**src/rtl/rv_mtimer_if.sv**
```systemverilog
// Memory-mapped slave bus between the co-simulation processor wrapper and rv_mtimer.
// Reads are held until waitrequest drops; writes complete in a single cycle.
interface rv_mtimer_if;
    logic [31:0] address;
    logic        write;
    logic [31:0] writedata;
    logic [3:0]  byteenable;
    logic        read;
    logic [31:0] readdata;
    logic        waitrequest;

    modport master (
        output address, write, writedata, byteenable, read,
        input  readdata, waitrequest
    );

    modport slave (
        input  address, write, writedata, byteenable, read,
        output readdata, waitrequest
    );
endinterface

```
**src/rtl/rv_mtimer.sv**
```systemverilog
// RISC-V machine timer: 64-bit mtime with prescaler, 64-bit compare, level irq.
// Reads take one wait state; byte-enabled writes complete with zero wait states.
module rv_mtimer #(
    parameter logic [31:0] BASE_ADDR = 32'hAFFFFFC0
) (
    input  logic        clk,
    input  logic        reset,
    rv_mtimer_if.slave  bus,
    output logic        irq
);

    typedef enum logic {StIdle, StAck} state_e;

    state_e      state_q;
    logic [63:0] mtime_q;
    logic [63:0] cmp_q;
    logic        cnt_en_q;
    logic        irq_en_q;
    logic [15:0] prescale_q;
    logic [15:0] pcnt_q;
    logic [31:0] hi_shadow_q;
    logic [31:0] rdata_q;
    logic        irq_q;

    logic        hit;
    logic [2:0]  off;
    logic        wr_en;
    logic        rd_start;
    logic        tick;
    logic [63:0] mtime_inc;
    logic [31:0] rd_mux;
    logic [31:0] wr_old;
    logic [31:0] wr_word;
    logic        unused_addr;

    assign unused_addr = ^bus.address[1:0];

    always_comb begin
        hit       = (bus.address[31:5] == BASE_ADDR[31:5]);
        off       = bus.address[4:2];
        wr_en     = bus.write & hit;
        rd_start  = bus.read & hit & (state_q == StIdle);
        tick      = cnt_en_q & (pcnt_q == prescale_q);
        mtime_inc = mtime_q + 64'(tick);
    end

    always_comb begin
        rd_mux = '0;
        case (off)
            3'd0:    rd_mux = mtime_q[31:0];
            3'd1:    rd_mux = hi_shadow_q;
            3'd2:    rd_mux = cmp_q[31:0];
            3'd3:    rd_mux = cmp_q[63:32];
            3'd4:    rd_mux = {30'd0, irq_en_q, cnt_en_q};
            3'd5:    rd_mux = {16'd0, prescale_q};
            default: rd_mux = '0;
        endcase
    end

    // Old value of the addressed word before any tick, so unwritten lanes keep pre-tick bytes.
    always_comb begin
        wr_old = '0;
        case (off)
            3'd0:    wr_old = mtime_q[31:0];
            3'd1:    wr_old = mtime_q[63:32];
            3'd2:    wr_old = cmp_q[31:0];
            3'd3:    wr_old = cmp_q[63:32];
            3'd4:    wr_old = {30'd0, irq_en_q, cnt_en_q};
            3'd5:    wr_old = {16'd0, prescale_q};
            default: wr_old = '0;
        endcase
        for (int i = 0; i < 4; i++) begin
            wr_word[8*i +: 8] = bus.byteenable[i] ? bus.writedata[8*i +: 8] : wr_old[8*i +: 8];
        end
    end

    assign bus.waitrequest = rd_start;
    assign bus.readdata    = (state_q == StAck) ? rdata_q : 32'd0;
    assign irq             = irq_q;

    always_ff @(posedge clk) begin
        if (reset) begin
            state_q     <= StIdle;
            mtime_q     <= '0;
            cmp_q       <= '1;
            cnt_en_q    <= 1'b0;
            irq_en_q    <= 1'b0;
            prescale_q  <= '0;
            pcnt_q      <= '0;
            hi_shadow_q <= '0;
            rdata_q     <= '0;
            irq_q       <= 1'b0;
        end else begin
            irq_q <= irq_en_q & (mtime_q >= cmp_q);

            if (rd_start) begin
                rdata_q <= rd_mux;
                if (off == 3'd0) begin
                    hi_shadow_q <= mtime_q[63:32];
                end
                state_q <= StAck;
            end else begin
                state_q <= StIdle;
            end

            if (cnt_en_q) begin
                pcnt_q <= tick ? 16'd0 : pcnt_q + 16'd1;
            end
            mtime_q <= mtime_inc;

            if (wr_en) begin
                case (off)
                    3'd0: mtime_q <= {mtime_inc[63:32], wr_word};
                    3'd1: mtime_q <= {wr_word, mtime_inc[31:0]};
                    3'd2: cmp_q[31:0] <= wr_word;
                    3'd3: cmp_q[63:32] <= wr_word;
                    3'd4: begin
                        cnt_en_q <= wr_word[0];
                        irq_en_q <= wr_word[1];
                        pcnt_q   <= '0;
                    end
                    3'd5: begin
                        prescale_q <= wr_word[15:0];
                        pcnt_q     <= '0;
                    end
                    default: ;
                endcase
            end
        end
    end

endmodule
```
**src/flat_wrapper.sv**
```systemverilog
// flat-port wrapper written by rule: the top's interface ports become plain ports
module rv_mtimer_flat 
#(
    parameter logic [31:0] BASE_ADDR = 32'hAFFFFFC0
)
  (clk, reset, irq, bus_address, bus_write, bus_writedata, bus_byteenable, bus_read, bus_readdata, bus_waitrequest);
  rv_mtimer_if bus_i ();
  input  logic clk;
  input  logic reset;
  output logic irq;
  input wire logic [$bits(bus_i.address)-1:0] bus_address;
  input wire logic [$bits(bus_i.write)-1:0] bus_write;
  input wire logic [$bits(bus_i.writedata)-1:0] bus_writedata;
  input wire logic [$bits(bus_i.byteenable)-1:0] bus_byteenable;
  input wire logic [$bits(bus_i.read)-1:0] bus_read;
  output wire logic [$bits(bus_i.readdata)-1:0] bus_readdata;
  output wire logic [$bits(bus_i.waitrequest)-1:0] bus_waitrequest;
  assign bus_i.address = bus_address;
  assign bus_i.write = bus_write;
  assign bus_i.writedata = bus_writedata;
  assign bus_i.byteenable = bus_byteenable;
  assign bus_i.read = bus_read;
  assign bus_readdata = bus_i.readdata;
  assign bus_waitrequest = bus_i.waitrequest;
  rv_mtimer #(.BASE_ADDR(BASE_ADDR)) u_core (.clk(clk), .reset(reset), .bus(bus_i), .irq(irq));
endmodule
```
**config.mk**
```make
export PLATFORM = sky130hd
export DESIGN_NAME = rv_mtimer_flat
export DESIGN_NICKNAME = d
export VERILOG_FILES = /design/src/rtl/rv_mtimer_if.sv /design/src/rtl/rv_mtimer.sv /design/src/flat_wrapper.sv
export SDC_FILE = /design/constraint.sdc
export NUM_CORES = 1
export LEC_CHECK = 0
export ABC_AREA = 1
export BUFFER_PORTS_ARGS = -buffer_cell sky130_fd_sc_hd__buf_2
export CORE_UTILIZATION = 40
export CTS_CLUSTER_SIZE = 28
export DETAILED_ROUTE_END_ITERATION = 12
export PLACE_DENSITY = 0.69
export SYNTH_ARGS = -nofsm -noshare
export SYNTH_HDL_FRONTEND = slang
export SYNTH_SLANG_ARGS = --single-unit
```
**constraint.sdc**
```tcl
create_clock -name clk -period 3.9 [get_ports clk]
set_input_delay 0.78 -clock clk [delete_from_list [all_inputs] [get_ports clk]]
set_output_delay 0.78 -clock clk [all_outputs]
set_load 0.005 [all_outputs]
```
==> flow_metrics.env <==
export IMPL_cts_htree_levels=1
export IMPL_r2r_start="u_core.cnt_en_q$_SDFFE_PP0P_"
export IMPL_arrival_ps=3790
export IMPL_die_area_um2=38200
export IMPL_ys_warn_count=0
export IMPL_synth_edf_count=0
export IMPL_synth_yosys_seq_area_share_pct=30.5
export IMPL_maxCapViolCount=0
export IMPL_ys_seq_elements=228
export IMPL_fin_crit_sh_pct=86.0
export IMPL_die_y_um=195
export IMPL_cp_required_ps=4330
export IMPL_clock_power_share_pct=48.6
export IMPL_ir_drop_mv=0.268
export IMPL_p_sw_mw=1.32
export IMPL_drv_slew=0
export IMPL_worstHoldPathCells=2
export IMPL_syn_to_final_growth_pct=10.9
export IMPL_timing_final_hold_violations=0
export IMPL_place_hpwl_um=40200
export IMPL_rows=70
export IMPL_post_route_drc_count=0
export IMPL_critPathKind="reg -> reg"
export IMPL_drive_above_1_share_pct=9.09
export IMPL_hold_end="u_core.rdata_q[10]$_SDFFE_PP0P_"
export IMPL_synth_ff_type="dfxtp_1"
export IMPL_clk_latency_ps=540
export IMPL_post_cts_resized=0
export IMPL_ys_async_sr_fraction_pct=0
export IMPL_cts_tree="done"
export IMPL_clock_fmax_mhz=298
export IMPL_clock_skew_ps=10.7
export IMPL_gp_congestion=0.973
export IMPL_ios=106
export IMPL_grt_pass1_vias=14868
export IMPL_numCtsBuffers=27
export IMPL_via_per_inst=5.38
export IMPL_setup_viol=0
export IMPL_nets=2562
export IMPL_syn_cell_area_um2=15000
export IMPL_seq_area_um2=4560
export IMPL_start_util_pct=40.8
export IMPL_final_util_pct=45.2
export IMPL_syn_instance_count=2371
export IMPL_p_sw_share_pct=25.1
export IMPL_power_total_mw=5.27
export IMPL_antenna_found_initial=0
export IMPL_ys_types=45
export IMPL_n_antenna_cell=0
export IMPL_cp_end_kind="flop"
export IMPL_crit_path_max_fanout=6
export IMPL_drtPass1Iterations=6
export IMPL_io_buffers=103
export IMPL_syn_mean_instance_area_um2=6.31
export IMPL_grt_setup_unrepaired="no"
export IMPL_final_cell_mix="nand2_1 (605), nor2_1 (385), inv_1 (287)"
export IMPL_maxSlewHeadroom_pct=33.8
export IMPL_grt_pass1_wl_um=82800
export IMPL_critPathLaunchType="flop"
export IMPL_drt_total_wl_um=52900
export IMPL_hold_start="u_core.rdata_q[10]$_SDFFE_PP0P_"
export IMPL_die_x_um=195
export IMPL_min_period_ps=3350
export IMPL_final_fill_count=3885
export IMPL_post_drt_wl_per_cell_um=18.2
export IMPL_multiInputGateArea_um2=8740
export IMPL_layout_commonest_cell="nand2_1"
export IMPL_status="finished, final reports clean"
export IMPL_numClockSinks=228
export IMPL_p_int_mw=3.94
export IMPL_final_antenna_net_count=0
export IMPL_pwr_share_seq_pct=44.2
export IMPL_worst_slew_pin_slew_ps=992
export IMPL_clk_pin_slew_ps=60
export IMPL_synthesis_nets=2510
export IMPL_min_path_type="reg -> reg"
export IMPL_coreArea_um2=36700
export IMPL_rr_worst_depth=17
export IMPL_ctsHoldBuffers=0
export IMPL_worst_r2r_endpoint="u_core.mtime_q[58]$_SDFF_PP0_"
export IMPL_dr_total_vias=15664
export IMPL_first_iter_violations=1288
export IMPL_grt_util_all_layers_pct=27.5
export IMPL_reg2reg_setup_slack_ps=550
export IMPL_grt_ovfl_total=0
export IMPL_setup_tns_ps=0
export IMPL_combPwrFrac_pct=7.2
export IMPL_cts_buffer_depth=3
export IMPL_power_leakage_nw=8.01
export IMPL_root_buffer="clkbuf_16"
export IMPL_p_per_area_nw_per_um2=318
export IMPL_grt_max_degree=101
export IMPL_postCtsSetupBuffers=0
==> per-layer routing <==
layer	wire, µm	vias up	GRT usage [%]
met5	0	-	0
met4	1890	0	10.1
li1	-	7739	-
met3	3390	91	2.90
met2	24200	548	45.9
met1	23500	7286	36.6
==> synth_stat cells, types with 3 or more instances <==
cell type	n	area, µm²
nor3_1	50	250
nor2_2	16	100
a21o_1	3	22.5
inv_2	8	30.0
inv_1	288	1080
o21ai_1	10	50.1
nor2_4	5	56.3
nand4_1	41	257
a22oi_1	15	113
dfxtp_1	228	4560
nand3b_1	4	30.0
buf_6	7	78.8
nand3_2	6	60.1
buf_1	3	11.3
clkbuf_1	44	165
xor2_1	42	368
a21oi_1	151	756
nand4_2	3	37.5
o21a_1	3	22.5
xnor2_1	9	78.8
buf_2	30	150
nor3_2	7	70.1
nand3_1	132	661
buf_4	15	113
nor2_1	385	1450
ha_1	67	838
o211ai_1	80	601
o21ai_0	92	460
nand2_1	605	2270
==> layout make-up <==
class	instances	share of cell area, %
Timing Repair Buffer	123	4.17
Multi-Input combinational cell	1745	52.7
Sequential cell	228	27.5
Clock buffer	40	4.73
Clock inverter	9	0.573
Tap cell	468	3.53
Inverter	298	6.78
==> registers in the layout, summed over array words and instances, names as in the netlist <==
register,flops
u_core.state_q,1
u_core.cnt_en_q,1
u_core.rdata_q,32
u_core.irq,1
u_core.prescale_q,16
u_core.mtime_q,64
u_core.cmp_q,64
u_core.hi_shadow_q,32
u_core.pcnt_q,16
u_core.irq_en_q,1
==> critical path, stage by stage (launching register included) <==
cell	delay [ps]
dfxtp_1	460
clkinv_1	130
a21oi_1	140
nand4_1	110
nor3_1	180
nand3_1	190
inv_1	130
ha_1	280
ha_1	260
nand3_2	190
nor2_2	260
nand2_1	250
inv_1	140
nand2_1	130
o21ai_0	190
nand3_1	80
nand3_1	80
inv_1	40
==> metrics by stage <==
step	area, µm²	instances	setup WS [ps]	hold WS [ps]
after floorplan	15000	2371	1280	432
after global placement	15700	2862	583	454
after detailed placement	15700	2862	588	456
after CTS	16600	2911	564	465
after global routing	16600	2911	133	481
final	16600	2911	548	464
==> logic make-up after synthesis <==
logic type	Yosys count	share of synthesized area (%)
and+or+nand+nor	1269	36.1
buffers and inverters	398	11.1
AOI/OAI and AO/OA	358	13.7
DFF	228	30.5
adders and majority gates	67	5.61
xor gates and xnor gates	51	2.99
==> worst max path at each step <==
stage                                      startpoint                       endpoint  slack [ps]  depth (start not counted)
global placement         u_core.cnt_en_q$_SDFFE_PP0P_  u_core.mtime_q[58]$_SDFF_PP0_         580                         17
floorplan                u_core.cnt_en_q$_SDFFE_PP0P_  u_core.mtime_q[34]$_SDFF_PP0_        1280                         16
detailed placement       u_core.cnt_en_q$_SDFFE_PP0P_  u_core.mtime_q[34]$_SDFF_PP0_         590                         16
global route        u_core.prescale_q[3]$_SDFFE_PP0P_  u_core.mtime_q[58]$_SDFF_PP0_         130                         19
finish                   u_core.cnt_en_q$_SDFFE_PP0P_  u_core.mtime_q[58]$_SDFF_PP0_         550                         17
CTS                      u_core.cnt_en_q$_SDFFE_PP0P_  u_core.mtime_q[58]$_SDFF_PP0_         560                         17
==> power groups by stage <==
stage / Sequential, mW / Clock (mW) / Combinational, mW
3_3_place_gp: 2.38 / 0 / 0.364
5_1_grt: 2.33 / 2.68 / 0.407
3_5_place_dp: 2.38 / 0 / 0.368
6_report: 2.33 / 2.56 / 0.377
2_1_floorplan: 2.38 / 0 / 0.228
4_1_cts: 2.33 / 2.61 / 0.370
(Power assumes the default switching activity.)
